===== src/rtl/dut_intf.sv =====
// Byte-stream packet mover: length words on len move that many bytes from din to dout.
// Includes a small FWFT FIFO and a register file for control, status and counters.

module dut_intf_fifo #(
  parameter int DEPTH = 8,
  parameter int WIDTH = 8,
  localparam int CW = $clog2(DEPTH + 1),
  localparam int PW = (DEPTH > 1) ? $clog2(DEPTH) : 1
) (
  input  logic             clk,
  input  logic             rst,
  input  logic [WIDTH-1:0] wr_data,
  input  logic             push,
  input  logic             pop,
  output logic [WIDTH-1:0] rd_data,
  output logic [CW-1:0]    count,
  output logic             full,
  output logic             empty
);
  logic [WIDTH-1:0] mem [DEPTH];
  logic [PW-1:0]    rd_ptr, wr_ptr;
  logic             do_push, do_pop;

  function automatic logic [PW-1:0] nxt(input logic [PW-1:0] p);
    return (p == PW'(DEPTH - 1)) ? '0 : p + PW'(1);
  endfunction

  assign full    = (count == CW'(DEPTH));
  assign empty   = (count == '0);
  assign do_push = push && !full;
  assign do_pop  = pop && !empty;
  assign rd_data = mem[rd_ptr];

  always_ff @(posedge clk or posedge rst) begin
    if (rst) begin
      rd_ptr <= '0;
      wr_ptr <= '0;
      count  <= '0;
    end else begin
      if (do_push) wr_ptr <= nxt(wr_ptr);
      if (do_pop)  rd_ptr <= nxt(rd_ptr);
      case ({do_push, do_pop})
        2'b10:   count <= count + CW'(1);
        2'b01:   count <= count - CW'(1);
        default: count <= count;
      endcase
    end
  end

  always_ff @(posedge clk) begin
    if (do_push) mem[wr_ptr] <= wr_data;
  end
endmodule

// state | meaning
// IDLE  | waiting for a length word (L=0 completes immediately)
// XFER  | moving bytes din->dout until rem reaches 0
module dut_intf #(
  parameter int DIN_DEPTH  = 8,
  parameter int DOUT_DEPTH = 8,
  parameter int LEN_DEPTH  = 2
) (
  input  logic        CLK,
  input  logic        RST_N,
  input  logic [7:0]  din_value,
  input  logic        din_en,
  output logic        din_rdy,
  input  logic        dout_en,
  output logic [7:0]  dout_value,
  output logic        dout_rdy,
  input  logic [7:0]  len_value,
  input  logic        len_en,
  output logic        len_rdy,
  input  logic [7:0]  cfg_address,
  input  logic [31:0] cfg_data_in,
  input  logic        cfg_op,
  input  logic        cfg_en,
  output logic [31:0] cfg_data_out,
  output logic        cfg_rdy
);
  typedef enum logic {IDLE, XFER} state_t;

  localparam int DIN_CW  = $clog2(DIN_DEPTH + 1);
  localparam int DOUT_CW = $clog2(DOUT_DEPTH + 1);
  localparam int LEN_CW  = $clog2(LEN_DEPTH + 1);

  state_t              state;
  logic [7:0]          rem;
  logic [31:0]         byte_cnt, pkt_cnt, scratch, status, rdata;
  logic                enable;
  logic [7:0]          din_head, dout_head, len_head;
  logic [DIN_CW-1:0]   din_cnt;
  logic [DOUT_CW-1:0]  dout_cnt;
  logic [LEN_CW-1:0]   len_cnt;
  logic                din_full, din_empty, dout_full, dout_empty, len_full, len_empty;
  logic                move, len_pop;

  // RST_N is active-high; ready outputs are held low while it is asserted
  assign din_rdy    = !RST_N && !din_full;
  assign len_rdy    = !RST_N && !len_full;
  assign dout_rdy   = !dout_empty;
  assign dout_value = dout_rdy ? dout_head : 8'h00;
  assign cfg_rdy    = !RST_N;

  assign len_pop = (state == IDLE) && enable && !len_empty;
  assign move    = (state == XFER) && enable && !din_empty && !dout_full;

  dut_intf_fifo #(.DEPTH(DIN_DEPTH), .WIDTH(8)) u_din (
    .clk(CLK), .rst(RST_N), .wr_data(din_value), .push(din_en && din_rdy), .pop(move),
    .rd_data(din_head), .count(din_cnt), .full(din_full), .empty(din_empty)
  );

  dut_intf_fifo #(.DEPTH(DOUT_DEPTH), .WIDTH(8)) u_dout (
    .clk(CLK), .rst(RST_N), .wr_data(din_head), .push(move), .pop(dout_en && dout_rdy),
    .rd_data(dout_head), .count(dout_cnt), .full(dout_full), .empty(dout_empty)
  );

  dut_intf_fifo #(.DEPTH(LEN_DEPTH), .WIDTH(8)) u_len (
    .clk(CLK), .rst(RST_N), .wr_data(len_value), .push(len_en && len_rdy), .pop(len_pop),
    .rd_data(len_head), .count(len_cnt), .full(len_full), .empty(len_empty)
  );

  always_ff @(posedge CLK or posedge RST_N) begin
    if (RST_N) begin
      state    <= IDLE;
      rem      <= 8'd0;
      byte_cnt <= 32'd0;
      pkt_cnt  <= 32'd0;
    end else begin
      case (state)
        IDLE: begin
          if (len_pop) begin
            if (len_head == 8'd0) begin
              pkt_cnt <= pkt_cnt + 32'd1;
            end else begin
              rem   <= len_head;
              state <= XFER;
            end
          end
        end
        XFER: begin
          if (move) begin
            rem      <= rem - 8'd1;
            byte_cnt <= byte_cnt + 32'd1;
            if (rem == 8'd1) begin
              pkt_cnt <= pkt_cnt + 32'd1;
              state   <= IDLE;
            end
          end
        end
        default: state <= IDLE;
      endcase
    end
  end

  always_comb begin
    status        = 32'd0;
    status[3:0]   = 4'(din_cnt);
    status[7:4]   = 4'(dout_cnt);
    status[9:8]   = 2'(len_cnt);
    status[16]    = (state == XFER);
  end

  always_comb begin
    rdata = 32'd0;
    case (cfg_address)
      8'h00:   rdata = {31'd0, enable};
      8'h04:   rdata = status;
      8'h08:   rdata = byte_cnt;
      8'h0C:   rdata = pkt_cnt;
      8'h10:   rdata = scratch;
      default: rdata = 32'd0;
    endcase
  end

  // Reads capture pre-increment counter values since rdata uses current registers
  always_ff @(posedge CLK or posedge RST_N) begin
    if (RST_N) begin
      enable       <= 1'b1;
      scratch      <= 32'd0;
      cfg_data_out <= 32'd0;
    end else if (cfg_en) begin
      if (cfg_op) begin
        if (cfg_address == 8'h00) enable  <= cfg_data_in[0];
        if (cfg_address == 8'h10) scratch <= cfg_data_in;
      end else begin
        cfg_data_out <= rdata;
      end
    end
  end
endmodule


===== config.mk =====
export PLATFORM = sky130hd
export DESIGN_NAME = dut_intf
export DESIGN_NICKNAME = d
export VERILOG_FILES = /design/src/rtl/dut_intf.sv
export SDC_FILE = /design/constraint.sdc
export NUM_CORES = 1
export LEC_CHECK = 0
export CAP_MARGIN = 10
export CELL_PAD_IN_SITES_DETAIL_PLACEMENT = 1
export CELL_PAD_IN_SITES_GLOBAL_PLACEMENT = 2
export CORE_MARGIN = 2
export CORE_UTILIZATION = 25
export CTS_BUF_LIST = sky130_fd_sc_hd__clkbuf_16
export DETAILED_ROUTE_END_ITERATION = 8
export GPL_TIMING_DRIVEN = 0
export PLACE_DENSITY_LB_ADDON = 0.1
export SYNTH_ARGS = -nofsm -noshare
export SYNTH_HDL_FRONTEND = slang
export SYNTH_SLANG_ARGS = --single-unit

===== constraint.sdc =====
create_clock -name CLK -period 5.57 [get_ports CLK]
set_input_delay 1.114 -clock CLK [delete_from_list [all_inputs] [get_ports CLK]]
set_output_delay 1.114 -clock CLK [all_outputs]
set_load 0.02 [all_outputs]

==> results by group, run 1 <==
Run status
  • Status: completed

GRT
  • Met1 usage: 20.45%
  • First-pass GRT wire length: 59.33 mm
  • Met3 usage: under 10%
  • Met2 Use GR: 21.38%
  • Vias in the first global route: approximately 9,300
  • Layer with the highest usage: met2
  • GRT Util Overall: roughly 14%
  • Initial antenna violation count: 0
  • Largest net degree at the start of global routing: 35
  • Total gr overflow: 0

Worst setup path
  • R2R Setup Slk: about 2200 ps
  • FF-to-FF Start: u_dout.count[0]$_DFFE_PP0P_
  • Worst-path maximum fanout: 10
  • CP startpoint kind: flip-flop
  • Worst Setup SP: u_dout.rd_ptr[1]$_DFFE_PP0P_
  • Worst Setup EP: dout_value[3]
  • Reg-to-reg critical path endpoint: u_dout.count[3]$_DFFE_PP0P_
  • Reg2reg path depth: 11
  • Worst Path Arrival: 3300 ps
  • CP endpoint kind: primary output
  • Critical path type: reg -> out
  • Critical Path RT: about 4500 ps

Final layout
  • N_diodes: 0
  • Area growth syn-to-layout: 25.27%
  • Share of cells above drive strength 1: a little over an eighth
  • Finished Core Util: 31.51%
  • Leading cell type in the layout, fill and taps excluded: dfrtp_1
  • Design area: around 17,000 um^2
  • Most frequent cells in the layout: 161 x dfrtp_1, 144 x edfxtp_1, 105 x clkdlybuf4s50_1
  • Final Net Count: about 1,300
  • Post-Layout Cell Count: approximately 1,900

Power
  • Net switching power: approximately 1.9 mW
  • Leakage power: ~6.4 nW
  • Internal power: 4.566 mW
  • Clk pwr share: a little under two fifths
  • Seq pwr share: a little over two fifths
  • Power Total: between 6 and 7 mW
  • PwrDens: roughly 380 nW/um^2
  • Logic pwr share: approximately 20%
  • Peak VDD IR: 0.1899 mV
  • Sw Share: slightly below 30%

Detailed routing
  • Routed Antenna Nets: 0
  • DRC: 0
  • WL final: approximately 38 mm
  • Via count: roughly 8,600
  • Pre-antenna DRT Iters: 4
  • Iter 0 DRT Violations: ~380
  • Number of vias per cell: about 4.5
  • WL/cell: approximately 20 um

Logic synthesis
  • Mapped Cells: 1,011
  • Post-synth ARST share: between 50% and 60%
  • Top post-synthesis cells by area: edfxtp_1 32%, dfrtp_1 30%, mux4_2 5.5%
  • Seq/Total Area, Yosys: around 62%
  • Synthesized area: about 13,000 um^2
  • Synth cell types: just under 60
  • Area leader, netlist: edfxtp_1
  • Post-synth top area share: about a third
  • Main synth FF type: dfrtp_1
  • Syn nets: 1,094
  • Number of synthesized flops with an enable pin: 144
  • #FFs+latches synth: 306
  • Syn Area/Cell: about 13 um^2
  • Yosys warning count: 0

Timing
  • Setup TNS: 0 ps
  • RSZ-0062 raised after global routing: false
  • Final hold slack: about 470 ps
  • Setup violators final: 0
  • Fin. max-slew vios: 0
  • F_max: around 230 MHz
  • Setup WS post-layout: roughly 1200 ps
  • Least-Margin Pin Slew: about 1200 ps
  • Period utilization: 79.17%
  • Skew final: between 30 and 40 ps
  • Fin. Hold Viols: 0
  • Max_slew headroom: 22.09%
  • Minimum clock period: about 4400 ps

CTS
  • Post-cts hold buffer count: 0
  • Inserted Clock Buffers: 39
  • Setup bufs post-CTS: 0
  • Clk Latency, worst-skew pair: approximately 580 ps
  • H-tree depth: 2
  • Root Buffer: clkbuf_16
  • Post_cts resized: 0
  • Clock-pin slew of the registers on the worst-case setup and hold paths: approximately 60 ps
  • CTS sink cnt: roughly 310
  • CTS tree: yes
  • Clock Tree Buf Depth: 3

Die
  • CORE AREA: about 53,000 um^2
  • Die width: approximately 240 um
  • Die height: 236.0 um
  • Initial core utilization: between 20% and 30%
  • IO Count: between 100 and 150
  • Standard-cell rows: between 80 and 90
  • Die area: around 56,000 um^2

Place
  • Placer Congestion: around 0.73
  • Pre-CTS setup slack: ~1300 ps
  • Area after DPL: between 15,000 and 20,000 um^2
  • Dpl cells: about 1,800
  • DP HPWL: 27.72 mm
  • Port buffer count: 105

Run
  • Max Cap Viol: 0

Min path
  • Hold path start: pkt_cnt[31]$_DFFE_PP0P_
  • Hold Path Class: reg -> reg
==> cell families (layout without fill, tap and decap cells) <==
family / after synthesis / in the layout / share of synthesized area (%)
AOI/OAI and AO/OA: 149 / 149 / 6.770
xor gates and xnor gates: 76 / 76 / 5.003
adders and majority gates: 20 / 20 / 1.916
buffers and inverters: 68 / 258 / 2.222
DFF: 306 / 306 / 62.27
muxes: 95 / 95 / 10.60
and+or+nand+nor: 297 / 297 / 11.21
==> critical path, stage by stage, from the launching register on <==
cell	delay, ps
dfrtp_1	340
clkbuf_1	450
clkbuf_1	630
mux4_2	430
mux2i_1	220
nor2_1	70
clkdlybuf4s50_1	580
==> registers in the layout, indices dropped and copies added (netlist names) <==
| name | count |
|---|---|
| byte_cnt | 32 |
| cfg_data_out | 32 |
| enable | 1 |
| pkt_cnt | 32 |
| rem | 8 |
| scratch | 32 |
| state | 1 |
| u_din.count | 4 |
| u_din.mem | 64 |
| u_din.rd_ptr | 3 |
| u_din.wr_ptr | 3 |
| u_dout.count | 4 |
| u_dout.mem | 64 |
| u_dout.rd_ptr | 3 |
| u_dout.wr_ptr | 3 |
| u_len.count | 2 |
| u_len.mem | 16 |
| u_len.rd_ptr | 1 |
| u_len.wr_ptr | 1 |
==> cell usage after synthesis (3+ instances only) <==
master and instances:
and3_1 15, nand3_1 29, mux2_1 30, nor3b_1 4, a21o_1 7, o21ai_0 50
buf_6 3, a21oi_1 35, nor2b_1 4, buf_2 14, nor4_2 4, inv_1 19
and2_1 6, ha_1 19, xnor2_1 59, and4_1 7, nand4_1 26, nand2_1 96
nor4_1 8, o21ai_1 3, nor2_1 55, clkbuf_1 27, nand2b_1 4, mux4_2 33
mux2_2 20, nand3b_1 3, dfrtp_1 161, a22oi_1 41, edfxtp_1 144, mux2i_1 12
o22ai_1 3, nor3_1 21, buf_1 3, xor2_1 16
==> final cells by class <==
type                            count  area, um^2
Buffer                             48       224.0
Clock buffer                       39       975.9
Clock inverter                     32       274.0
Fill cell                        5765       36640
Inverter                           20       78.83
Multi-Input combinational cell    637        4832
Sequential cell                   306        8379
Tap cell                          696       870.8
Timing Repair Buffer              119        1221
==> how the worst min path moves through the flow <==
stage	to	cells after the start
2_1_floorplan	pkt_cnt[31]$_DFFE_PP0P_	1
3_3_place_gp	pkt_cnt[31]$_DFFE_PP0P_	1
3_5_place_dp	pkt_cnt[31]$_DFFE_PP0P_	1
4_1_cts	pkt_cnt[31]$_DFFE_PP0P_	1
5_1_grt	scratch[0]$_DFFE_PP0P_	1
6_report	pkt_cnt[31]$_DFFE_PP0P_	1
==> power by group through the flow <==
stage	Sequential, mW	Clock, mW	Combinational (mW)
global route	2.76	2.66	1.40
global placement	2.77	0	1.26
floorplan	2.70	0	0.840
CTS	2.73	2.57	1.30
detailed placement	2.77	0	1.30
finish	2.73	2.47	1.26
==> metal layers <==
layer	vias up	share of wire, %
met2	128	45
met3	61	3.8
met1	4339	49
met5	-	0
met4	0	2.0
li1	4085	-
(Power assumes the default switching activity.)
==> run 2, diff against run 1 <==
clock period = 4 ns   (was 5.57 ns; I/O delays follow)
==> run 2 against run 1 <==
Non-clock buffer count unchanged. Die area stayed put. Clock power increased by 39%. Combinational power is 39% higher. Critical endpoint unchanged. Via count barely moved. Highest routed layer unchanged.
==> results by group, run 2 (same netlist as run 1, synthesis figures left out) <==
Timing
  • Least-Margin Pin Slew: 1157 ps (was 1158 ps)
  • Period utilization: between 90% and 100%
  • Setup TNS: 0 ps (unchanged)
  • Fin. max-slew vios: 0 (unchanged)
  • Max_slew headroom: 22.12% (was 22.09%)
  • Minimum clock period: 3726 ps
  • Final hold slack: 474.5 ps (was 474.6 ps)
  • Setup violators final: 0 (unchanged)
  • RSZ-0062 raised after global routing: false (unchanged)
  • Skew final: 35.74 ps (was 36.64 ps)
  • Fin. Hold Viols: 0 (unchanged)
  • F_max: 268.4 MHz

Worst setup path
  • CP startpoint kind: flip-flop (unchanged)
  • Reg-to-reg critical path endpoint: u_dout.count[3]$_DFFE_PP0P_ (unchanged)
  • Largest delay share family, worst path: buffers and inverters (unchanged)
  • Worst-path maximum fanout: 10 (unchanged)
  • Buf/Inv on CP: 3 (unchanged)
  • Slowest cell on crit path: clkdlybuf4s50_1 (was clkbuf_1)
  • Reg2reg path depth: 11 (unchanged)
  • CP endpoint kind: primary output (unchanged)
  • CP cell instances: clkbuf_4 > buf_4 > mux4_2 > mux2i_1 > nor2_1 > clkdlybuf4s50_1 (was clkbuf_1 > clkbuf_1 > mux4_2 > mux2i_1 > nor2_1 > clkdlybuf4s50_1)
  • Critical Path RT: 3200 ps (was 4460 ps)
  • FF-to-FF Start: u_dout.count[0]$_DFFE_PP0P_ (unchanged)
  • R2R Setup Slk: 600 ps (was 2150 ps)
  • Worst Path Arrival: 2930 ps (was 3300 ps)
  • Crit-path max cell delay: 580 ps (was 630 ps)
  • Critical path type: reg -> out (unchanged)

GRT
  • Total gr overflow: 0 (unchanged)
  • Met2 Use GR: 21.38% (unchanged)
  • GRT Util Overall: 14.10% (about the same)
  • First-pass GRT wire length: 59.32 mm (was 59.33 mm)
  • Vias in the first global route: 9,253 (was 9,251)
  • Initial antenna violation count: 0 (unchanged)
  • Met1 usage: 20.44% (was 20.45%)
  • Met3 usage: 2.680% (unchanged)
  • Layer with the highest usage: met2 (unchanged)
  • Largest net degree at the start of global routing: 35 (unchanged)

Die
  • Die area: 55,690 um^2 (unchanged)
  • Standard-cell rows: 85 (unchanged)
  • CORE AREA: 53,500 um^2 (unchanged)
  • IO Count: 107 (unchanged)
  • Die height: 236.0 um (unchanged)
  • Die width: 236.0 um (unchanged)
  • Initial core utilization: 25.15% (unchanged)

Detailed routing
  • Via count: 8,616 (was 8,613)
  • Pre-antenna DRT Iters: 4 (unchanged)
  • WL/cell: 20.31 um (was 20.29 um)
  • Iter 0 DRT Violations: 364 (was 378)
  • Number of vias per cell: 4.542 (was 4.540)
  • DRC: 0 (unchanged)
  • Routed Antenna Nets: 0 (unchanged)
  • WL final: 38.52 mm (was 38.48 mm)

CTS
  • H-tree depth: 2 (unchanged)
  • Clock-pin slew of the registers on the worst-case setup and hold paths: 60 ps (about the same)
  • Post-cts hold buffer count: 0 (unchanged)
  • Clock Tree Buf Depth: 3 (unchanged)
  • Clk Latency, worst-skew pair: 570 ps (was 580 ps)
  • Root Buffer: clkbuf_16 (unchanged)
  • Inserted Clock Buffers: 39 (unchanged)
  • CTS tree: yes (unchanged)
  • CTS sink cnt: 306 (unchanged)
  • Setup bufs post-CTS: 0 (unchanged)

Power
  • Net switching power: 2.633 mW (was 1.892 mW)
  • Internal power: 6.364 mW (was 4.566 mW)
  • Peak VDD IR: 0.2636 mV (was 0.1899 mV)
  • Logic pwr share: 19.5% (about the same)
  • PwrDens: 533.5 nW/um^2 (was 383.1 nW/um^2)
  • Sw Share: 29.26% (was 29.30%)
  • Leakage power: 6.410 nW (was 6.403 nW)
  • Clk pwr share: 38.2% (was 38.3%)
  • Seq pwr share: 42.3% (about the same)

Min path
  • Worst Hold Depth: 1 (unchanged)
  • Hold Path Class: reg -> reg (unchanged)
  • Hold Path Sink: pkt_cnt[31]$_DFFE_PP0P_ (unchanged)
  • Hold path start: pkt_cnt[31]$_DFFE_PP0P_ (unchanged)

Final layout
  • Fillers: 5,761 (was 5,765)
  • Top flop regs: u_din.mem (64), u_dout.mem (64) (unchanged)
  • Share of cells above drive strength 1: 13.91% (was 13.74%)
  • N_diodes: 0 (unchanged)
  • Finished Core Util: 31.52% (was 31.51%)
  • Leading cell type in the layout, fill and taps excluded: dfrtp_1 (unchanged)
  • Area growth syn-to-layout: 25.33% (was 25.27%)
  • Most frequent cells in the layout: 161 x dfrtp_1, 144 x edfxtp_1, 105 x clkdlybuf4s50_1 (unchanged)
  • Final Net Count: 1,254 (unchanged)

Place
  • Port buffer count: 105 (unchanged)
  • DP HPWL: 27.72 mm (unchanged)
  • Placer Congestion: 0.7250 (unchanged)

Run
  • Max Cap Viol: 0 (unchanged)

Run status
  • Status: completed (unchanged)
==> run 2: changes by cell type in the layout (fill, tap and decap cells not counted) <==
cell | previous run | this run
clkbuf_2 | 0 | 2
buf_2 | 16 | 14
clkbuf_1 | 27 | 25
clkbuf_4 | 0 | 1
buf_4 | 6 | 7
==> run 2: how the worst max path moves through the flow <==
stage                                 start             to  slack [ps]  cells after the start
2_1_floorplan                         RST_N        cfg_rdy         370                      1
3_3_place_gp                          RST_N        cfg_rdy       -2970                      3
3_5_place_dp                          RST_N        cfg_rdy         320                      5
4_1_cts        u_dout.rd_ptr[1]$_DFFE_PP0P_  dout_value[1]           4                      6
5_1_grt        u_dout.rd_ptr[0]$_DFFE_PP0P_  dout_value[1]          60                      6
6_report       u_dout.rd_ptr[0]$_DFFE_PP0P_  dout_value[3]         270                      6
==> run 2: cell type report <==
cell class                 instances  area [um^2]  share of cell area, %
timing repair buffer             119         1221                  7.241
sequential                       306         8379                  49.69
clock inverter                    32        274.0                  1.625
inverter                          20        78.83                 0.4674
clock buffer                      39        975.9                  5.787
tap                              696        870.8                  5.164
multi-input combinational        637         4832                  28.65
buffer                            48        231.5                  1.373
==> run 2: through the flow <==
stage               std cells  cell area [um^2]  power (mW)  setup WS [ps]
CTS                      1896             16850       9.200          4.126
global placement         1812             15380       5.615          -2975
floorplan                1011             13460       4.934          371.1
global route             1897             16860       9.491          57.64
detailed placement       1825             15600       5.665          318.1
finish                   1897             16860       8.997          273.5
==> run 2: power by group through the flow <==
| stage | logic, mW | registers [mW] | clock network [mW] |
|---|---|---|---|
| global placement | 1.76 | 3.85 | 0 |
| CTS | 1.82 | 3.80 | 3.58 |
| finish | 1.75 | 3.80 | 3.44 |
| floorplan | 1.17 | 3.76 | 0 |
| global route | 1.95 | 3.84 | 3.70 |
| detailed placement | 1.80 | 3.86 | 0 |
==> run 2: per-layer routing <==
layer	vias up	wire, um
li1	4084	-
met1	4340	19000
met2	131	17280
met3	61	1471
met4	0	767
met5	-	0
==> run 2: worst reg2reg max path, stage by stage, from the launching register on <==
cell and delay (ps):
dfrtp_1 450, or4b_1 660, nand4_2 260, buf_2 330
buf_2 370, ha_1 270, ha_1 250, a21o_1 180
a21oi_1 170, xnor2_1 140, nor2_1 70, xor2_1 140
==> run 2: repair_timing <==
item / in CTS / in global routing
endpoints found under the setup margin: 8 / 4
resized for setup: 2 / 3
cloned: 0 / 0
